[config.mk]
export PLATFORM = sky130hd
export DESIGN_NAME = key_debounce_pulse
export DESIGN_NICKNAME = d
export VERILOG_FILES = /design/src/rtl/key_debounce_pulse.sv
export SDC_FILE = /design/constraint.sdc
export NUM_CORES = 1
export LEC_CHECK = 0
export CORE_UTILIZATION = 60
export DETAILED_ROUTE_END_ITERATION = 8
export PLACE_DENSITY = 0.8
export SETUP_SLACK_MARGIN = 0.3
export SLEW_MARGIN = 10
export SYNTH_ARGS = -nofsm -noshare
export SYNTH_HDL_FRONTEND = slang
export SYNTH_SLANG_ARGS = --single-unit
[constraint.sdc]
create_clock -name i_clk -period 2.6 [get_ports i_clk]
set_input_delay 0.39 -clock i_clk [delete_from_list [all_inputs] [get_ports i_clk]]
set_output_delay 0.39 -clock i_clk [all_outputs]
set_load 0.01 [all_outputs]
[src/rtl/key_debounce_pulse.sv]
// Per-key push-button conditioner: 2-FF synchronizer, saturating debounce counter and a
// press/release/auto-repeat pulse FSM per channel, all outputs registered.
module key_debounce_pulse #(
   parameter int NUM_KEYS        = 32'sd4,
   parameter bit ACTIVE_LOW      = 1'b1,
   parameter int DEBOUNCE_CYCLES = 32'sd500000,
   parameter int REPEAT_DELAY    = 32'sd25000000,
   parameter int REPEAT_PERIOD   = 32'sd5000000
) (
   input  logic                i_clk,
   input  logic                i_rst_n,
   input  logic [NUM_KEYS-1:0] i_key_raw,
   output logic [NUM_KEYS-1:0] o_level,
   output logic [NUM_KEYS-1:0] o_press,
   output logic [NUM_KEYS-1:0] o_release,
   output logic [NUM_KEYS-1:0] o_repeat
);

   localparam int DB_W     = $clog2(DEBOUNCE_CYCLES + 32'sd1);
   localparam int HOLD_MAX = (REPEAT_DELAY > REPEAT_PERIOD) ? REPEAT_DELAY : REPEAT_PERIOD;
   localparam int HOLD_W   = $clog2(HOLD_MAX + 32'sd1);

   localparam logic [DB_W-1:0]   DB_TERM     = DB_W'(DEBOUNCE_CYCLES - 32'sd1);
   localparam logic [HOLD_W-1:0] DELAY_TERM  = HOLD_W'(REPEAT_DELAY - 32'sd1);
   localparam logic [HOLD_W-1:0] PERIOD_TERM = HOLD_W'(REPEAT_PERIOD - 32'sd1);
   localparam logic              REL_LVL     = ACTIVE_LOW ? 1'b1 : 1'b0;

   typedef enum logic [1:0] {
      S_IDLE   = 2'd0,
      S_WAIT   = 2'd1,
      S_REPEAT = 2'd2
   } key_state_e;

   logic [NUM_KEYS-1:0] sync1_r;
   logic [NUM_KEYS-1:0] sync2_r;
   logic [NUM_KEYS-1:0] key_s;

   // Two-stage synchronizer, preloaded with the released pin level
   always_ff @(posedge i_clk or negedge i_rst_n) begin
      if (!i_rst_n) begin
         sync1_r <= {NUM_KEYS{REL_LVL}};
         sync2_r <= {NUM_KEYS{REL_LVL}};
      end else begin
         sync1_r <= i_key_raw;
         sync2_r <= sync1_r;
      end
   end

   // Normalized key state: 1 = pressed regardless of board polarity
   assign key_s = ACTIVE_LOW ? ~sync2_r : sync2_r;

   for (genvar g = 0; g < NUM_KEYS; g++) begin : g_key
      logic [DB_W-1:0]   db_cnt_r;
      logic [HOLD_W-1:0] hold_cnt_r;
      key_state_e        state_r;
      logic              level_r;
      logic              press_r;
      logic              release_r;
      logic              repeat_r;

      // Debounce: a differing level must persist unbroken until the terminal count
      always_ff @(posedge i_clk or negedge i_rst_n) begin
         if (!i_rst_n) begin
            db_cnt_r <= {DB_W{1'b0}};
            level_r  <= 1'b0;
         end else if (key_s[g] == level_r) begin
            db_cnt_r <= {DB_W{1'b0}};
         end else if (db_cnt_r == DB_TERM) begin
            db_cnt_r <= {DB_W{1'b0}};
            level_r  <= key_s[g];
         end else begin
            db_cnt_r <= db_cnt_r + DB_W'(1'b1);
         end
      end

      // Pulse sequencer; a release wins over a repeat terminal in the same cycle
      always_ff @(posedge i_clk or negedge i_rst_n) begin
         if (!i_rst_n) begin
            state_r    <= S_IDLE;
            hold_cnt_r <= {HOLD_W{1'b0}};
            press_r    <= 1'b0;
            release_r  <= 1'b0;
            repeat_r   <= 1'b0;
         end else begin
            press_r   <= 1'b0;
            release_r <= 1'b0;
            repeat_r  <= 1'b0;
            case (state_r)
               S_IDLE: begin
                  hold_cnt_r <= {HOLD_W{1'b0}};
                  if (level_r) begin
                     press_r <= 1'b1;
                     state_r <= S_WAIT;
                  end else begin
                     state_r <= S_IDLE;
                  end
               end
               S_WAIT: begin
                  if (!level_r) begin
                     release_r <= 1'b1;
                     state_r   <= S_IDLE;
                  end else if (hold_cnt_r == DELAY_TERM) begin
                     repeat_r   <= 1'b1;
                     hold_cnt_r <= {HOLD_W{1'b0}};
                     state_r    <= S_REPEAT;
                  end else begin
                     hold_cnt_r <= hold_cnt_r + HOLD_W'(1'b1);
                  end
               end
               S_REPEAT: begin
                  if (!level_r) begin
                     release_r <= 1'b1;
                     state_r   <= S_IDLE;
                  end else if (hold_cnt_r == PERIOD_TERM) begin
                     repeat_r   <= 1'b1;
                     hold_cnt_r <= {HOLD_W{1'b0}};
                  end else begin
                     hold_cnt_r <= hold_cnt_r + HOLD_W'(1'b1);
                  end
               end
               default: begin
                  state_r    <= S_IDLE;
                  hold_cnt_r <= {HOLD_W{1'b0}};
               end
            endcase
         end
      end

      assign o_level[g]   = level_r;
      assign o_press[g]   = press_r;
      assign o_release[g] = release_r;
      assign o_repeat[g]  = repeat_r;
   end

endmodule
-- After elaboration in Yosys (flattened, before gate mapping)
Cells that the tools add are included.
- multiply operators: 0
- eq/ne operators: 40
- order comparisons: 0
- multiplexer cells: 84
- shift operators: 0
- bitwise operators: 5
- divide/modulo/power cells: 0
- add/sub/neg operators: 8
- reduce and logical (&&, ||, !) cells: 20
- operators by type and width (kind ; number):
    $mux W25 ; 16
    $pmux W25 S2 ; 4
    $mux W19 ; 8
    $add A25 B1 Y25 const B ; 4
    $eq A25 B23 Y1 const B ; 4
    $eq A25 B25 Y1 const B ; 4
    $add A19 B1 Y19 const B ; 4
    $eq A19 B19 Y1 const B ; 4
    $mux W1 ; 36
    $mux W2 ; 12
    $ne A2 B2 Y1 const B ; 12
    $pmux W2 S3 ; 4
    $reduce_and A2 Y1 ; 12
    $ne A3 B3 Y1 const B ; 4
    $eq A2 B1 Y1 const B ; 4
    $eq A2 B2 Y1 const B ; 4
    $logic_not A2 Y1 ; 4
    $pmux W1 S2 ; 4
    $reduce_or A2 Y1 ; 4
    $eq A1 B1 Y1 ; 4
    $not A1 Y1 ; 4
    $not A4 Y4 ; 1
- input port bits: 6
- bits in writable memories: 0
- output and inout bits: 16
- memories: 0
- bits in registers: 208
- ROM bits: 0
- latch bits: 0
- logic and storage cells: 187

-- Longest topological paths before layout
- depth in word-level cells: 4
- gate-level depth with buffers: 10
- mapped depth without buffers: 8

-- Worst setup path after synthesis
No wires, ideal clock.
- path kind: flip-flop to flip-flop
- start point: reg g_key[2].hold_cnt_r[16]
- end point: reg g_key[2].hold_cnt_r[0]
- slack: 0.272 ns
- cell stages (with the launch flop): 7
- path buffers: 1
- setup time: 0.125 ns
- data required time: 2.475 ns
- arrival time: 2.203 ns
- cell sequence: dfrtp_1 or4_1 or4_4 nor3_4 o32ai_2 buf_4 mux2_2
- longest elaborated chain between the ends: 4
- ends and longest elaborated chain (item ; line ; RTL):
    from (decl) ; 54 ; logic [HOLD_W-1:0] hold_cnt_r;
    from (signal assigned) ; 80 ; hold_cnt_r <= {HOLD_W{1'b0}};
    from (signal assigned) ; 90 ; hold_cnt_r <= {HOLD_W{1'b0}};
    from (signal assigned) ; 104 ; hold_cnt_r <= {HOLD_W{1'b0}};
    $eq A25 B23 Y1 or $eq A25 B25 Y1 (tied branches) ; 114, 102 ;
    $mux W25 (on tied branches) ; 114, 102 ;
    $mux W25 (on tied branches) ; 111, 99 ;
    $pmux W25 S2 (*) ; 88 ; case (state_r)
Mark *: on every way between the ends. The rest lies on a longest branch, timed or not. The select of a mux whose other input is x is not followed.
A chain may end at the register's enable or synchronous reset.

-- Worst setup path in the final report
- start point: reg g_key[2].hold_cnt_r[16]
- end point: reg g_key[2].hold_cnt_r[24]
- longest elaborated chain between the ends: 4
- ends and longest elaborated chain (item ; line):
    $add A25 B1 Y25 (tied with other cells) ; 107, 118
    $mux W25 (on tied branches) ; 114, 102
    $mux W25 (on tied branches) ; 111, 99
    $pmux W25 S2 (*) ; 88
Marks and branches as above.

==> qor.txt <==
status -> complete, no violations
sequential cell area fraction in the yosys report -> 0.494
Placed Area -> 0.0110 mm²
Multi-input gate area -> 0.00510 mm²
Slowest cell on crit path -> or4_4
Placer Congestion -> 0.834
CP Capture Type -> register
Max Slew Vio Count -> 0
Syn Nets -> 1,133
# fillers -> 1,271
Worst slew margin -> 0.600
library cells used by synthesis -> 61
Worst Path Required -> 2990 ps
Max Cap Violations -> 0
ys async rst share -> 1.00
crit path max fanout -> 5
TNS Setup -> 0 ps
die height -> 135 µm
gr ovfl total -> 0
Mapped Cells -> 1,107
total power -> 0.00653 W
Core ar. -> 0.0172 mm²
Tot GR Track Use -> 0.235
DRC Markers -> 0
Yosys reg bits -> 208
Skew-Pair Late Insertion Delay -> 510 ps
Crit path largest cell delay -> 520 ps
Initial Utilization -> 0.612
CP bufs+invs -> 0
vias in the first global route -> 7,713
dpl hpwl -> 13,800 µm
Post-synth EDFFs -> 0
area of the mapped netlist -> 0.0106 mm²
RSZ-0062 raised after global routing -> true
min-delay worst type -> in -> reg
Nets -> 1,173
DP Worst Slack -> 138 ps
row count -> 48
root buffer cell -> clkbuf_16
fmax -> 0.441 GHz
share of cells above drive strength 1 -> 0.112
worst ir drop on vdd -> 0.000543 V
CTS max path bufs -> 3
Warnings, synthesis -> 0
Wirelength per Cell -> 15.2 µm
cells along the critical path -> or4_4 > or4_4 > nor3_4 > o32ai_4 > and3_1 > a221o_1
Iter 0 DRT Violations -> 537
antenna violations before repair -> 0
Vias/cell -> 5.82
critical path class -> reg -> reg
largest net degree at the start of global routing -> 74
total CTS buffers -> 22
commonest cells after routing, fill and taps aside -> 217 x nor2_1, 196 x dfrtp_1, 85 x nand2_1
I/O Buffers -> 21
WL final -> 21,100 µm
FF-to-FF setup slack -> 330 ps
setup ws final -> 334 ps
pwr dens -> 543 mW/mm²
die width -> 135 µm
Worst Setup Start Kind -> register
via count -> 8,073
Final min period -> 2270 ps
clock sinks -> 208
leakage -> 4.93 nW
commonest non-fill, non-tap cell in the layout -> nor2_1
hold path cells -> 1
1st-pass router iterations -> 5
TritonCTS clock tree -> yes
period utilization -> 0.871
ys flop type -> dfrtp_1
most frequent CP cell -> or4_4
Final Cell Area -> 0.0120 mm²
Post-DRT Antenna Nets -> 0
die area -> 0.0181 mm²
FF+latch area -> 0.00522 mm²
worst slew pin tran -> 600 ps
critical path's top delay family -> simple AND/OR/NAND/NOR gates
number of H-tree levels -> 1
Reg clk slew, reported paths -> 60 ps
ant diodes -> 0
Final Setup Violations -> 0
Syn-to-layout area delta -> 13.8%
worst path arrival time -> 2650 ps
R2R depth -> 6
IO Count -> 22
critical path depth in cells -> 6
Avg Inst Size Synth -> 9.53 µm²
first-pass GRT wire length -> 35,200 µm
Final Hold Viols -> 0
Final Skew -> 8.66 ps
==> flip-flops by register name, summed over array words and instances, names as in the netlist <==
name,cells
g_key.release_r,4
g_key.db_cnt_r,76
sync1_r,4
g_key.hold_cnt_r,100
g_key.press_r,4
sync2_r,4
g_key.level_r,4
g_key.state_r,8
g_key.repeat_r,4
==> per-layer routing <==
| metal | vias to the layer above | share of wire | global-route usage |
|---|---|---|---|
| li1 | 3899 | - | - |
| met1 | 3959 | 0.46 | 0.321 |
| met2 | 175 | 0.49 | 0.396 |
| met3 | 40 | 0.039 | 0.0319 |
| met4 | 0 | 0.019 | 0.0624 |
| met5 | - | 0 | 0 |
==> where the power goes <==
group          leakage, nW  internal, W  switching, W
Sequential            2.86      0.00326     0.0000195
Combinational         1.71    0.0000339     0.0000963
Clock                0.360      0.00183       0.00129
==> metrics by stage <==
stage                     utilization  cells  hold WS (ps)
after global placement          0.641   1332           346
after global routing            0.697   1388           301
after detailed placement        0.641   1332           347
after floorplan                     -   1107          94.4
after CTS                       0.687   1378           284
final                           0.697   1388           295
==> worst reg2reg max path: stages, from the launching register on <==
cell     delay [ps]
dfrtp_1         370
or4_4           520
or4_4           440
nor3_4          210
o32ai_4         160
and3_1          190
a221o_1         250
==> kinds of logic (layout without fill, tap and decap cells) <==
| logic type | count (synthesis) | in the layout | synth area share |
|---|---|---|---|
| and+or+nand+nor | 558 | 558 | 0.263 |
| xor gates and xnor gates | 132 | 132 | 0.110 |
| adders and majority gates | 20 | 20 | 0.0237 |
| DFF | 208 | 208 | 0.494 |
| muxes | 15 | 15 | 0.0146 |
| AOI/OAI and AO/OA | 101 | 101 | 0.0625 |
| buffers and inverters | 73 | 129 | 0.0330 |
==> path summary, 6_finish.rpt <==
path                                           endpoint               startpoint
worst max-delay path            g_key[2].hold_cnt_r[24]  g_key[2].hold_cnt_r[16]
max in group asynchronous        g_key[0].hold_cnt_r[9]                  i_rst_n
worst min-delay path                         sync1_r[1]             i_key_raw[1]
min in group asynchronous       g_key[3].hold_cnt_r[15]                  i_rst_n
worst max register to register  g_key[2].hold_cnt_r[24]  g_key[2].hold_cnt_r[16]
worst min register to register               sync2_r[3]               sync1_r[3]
==> Yosys cell counts, types with 3 or more instances <==
cell	n	area, µm²
nor2b_1	5	31.3
nor2_1	219	822
xnor2_1	55	482
a31oi_1	15	93.8
a22o_1	3	26.3
and2_1	5	31.3
xor2_1	77	674
nand2b_1	4	25.0
buf_2	5	25.0
o21ai_1	7	35.0
o21ba_2	3	30.0
and4_1	14	123
o21ai_0	20	100
nor4bb_1	4	40.0
a21oi_1	28	140
nand3_1	69	345
or4_1	9	67.6
or2_2	4	25.0
nand4_1	47	294
and3_1	20	125
buf_4	18	135
o21bai_1	3	22.5
nor4_1	20	125
dfrtp_1	200	5000
mux2i_1	12	120
or3_1	6	37.5
dfstp_2	8	210
nand4b_1	3	26.3
a21o_1	4	30.0
nand2_1	85	319
nand3b_1	9	67.6
nor3_1	16	80.1
inv_1	28	105
clkbuf_1	22	82.6
mux2_2	3	33.8
ha_1	20	250
nor4b_1	4	35.0
==> area by class of cell <==
class                      instances  share of cell area
clock buffer                      29              0.0531
timing repair buffer              61              0.0483
multi-input combinational        826               0.425
sequential                       208               0.435
tap                              225              0.0234
clock inverter                    11             0.00708
inverter                          28             0.00875
==> timing repair <==
| item | CTS | global route |
|---|---|---|
| hold buffers | 1 | 0 |
| buffers inserted | 5 | 7 |
| pin swaps | 5 | 9 |
| endpoints found under the setup margin | 52 | 91 |
| cloned | 0 | 3 |
| resized for setup | 5 | 30 |
| hold endpoints to repair | 65 | 0 |
(Power assumes the default switching activity.)
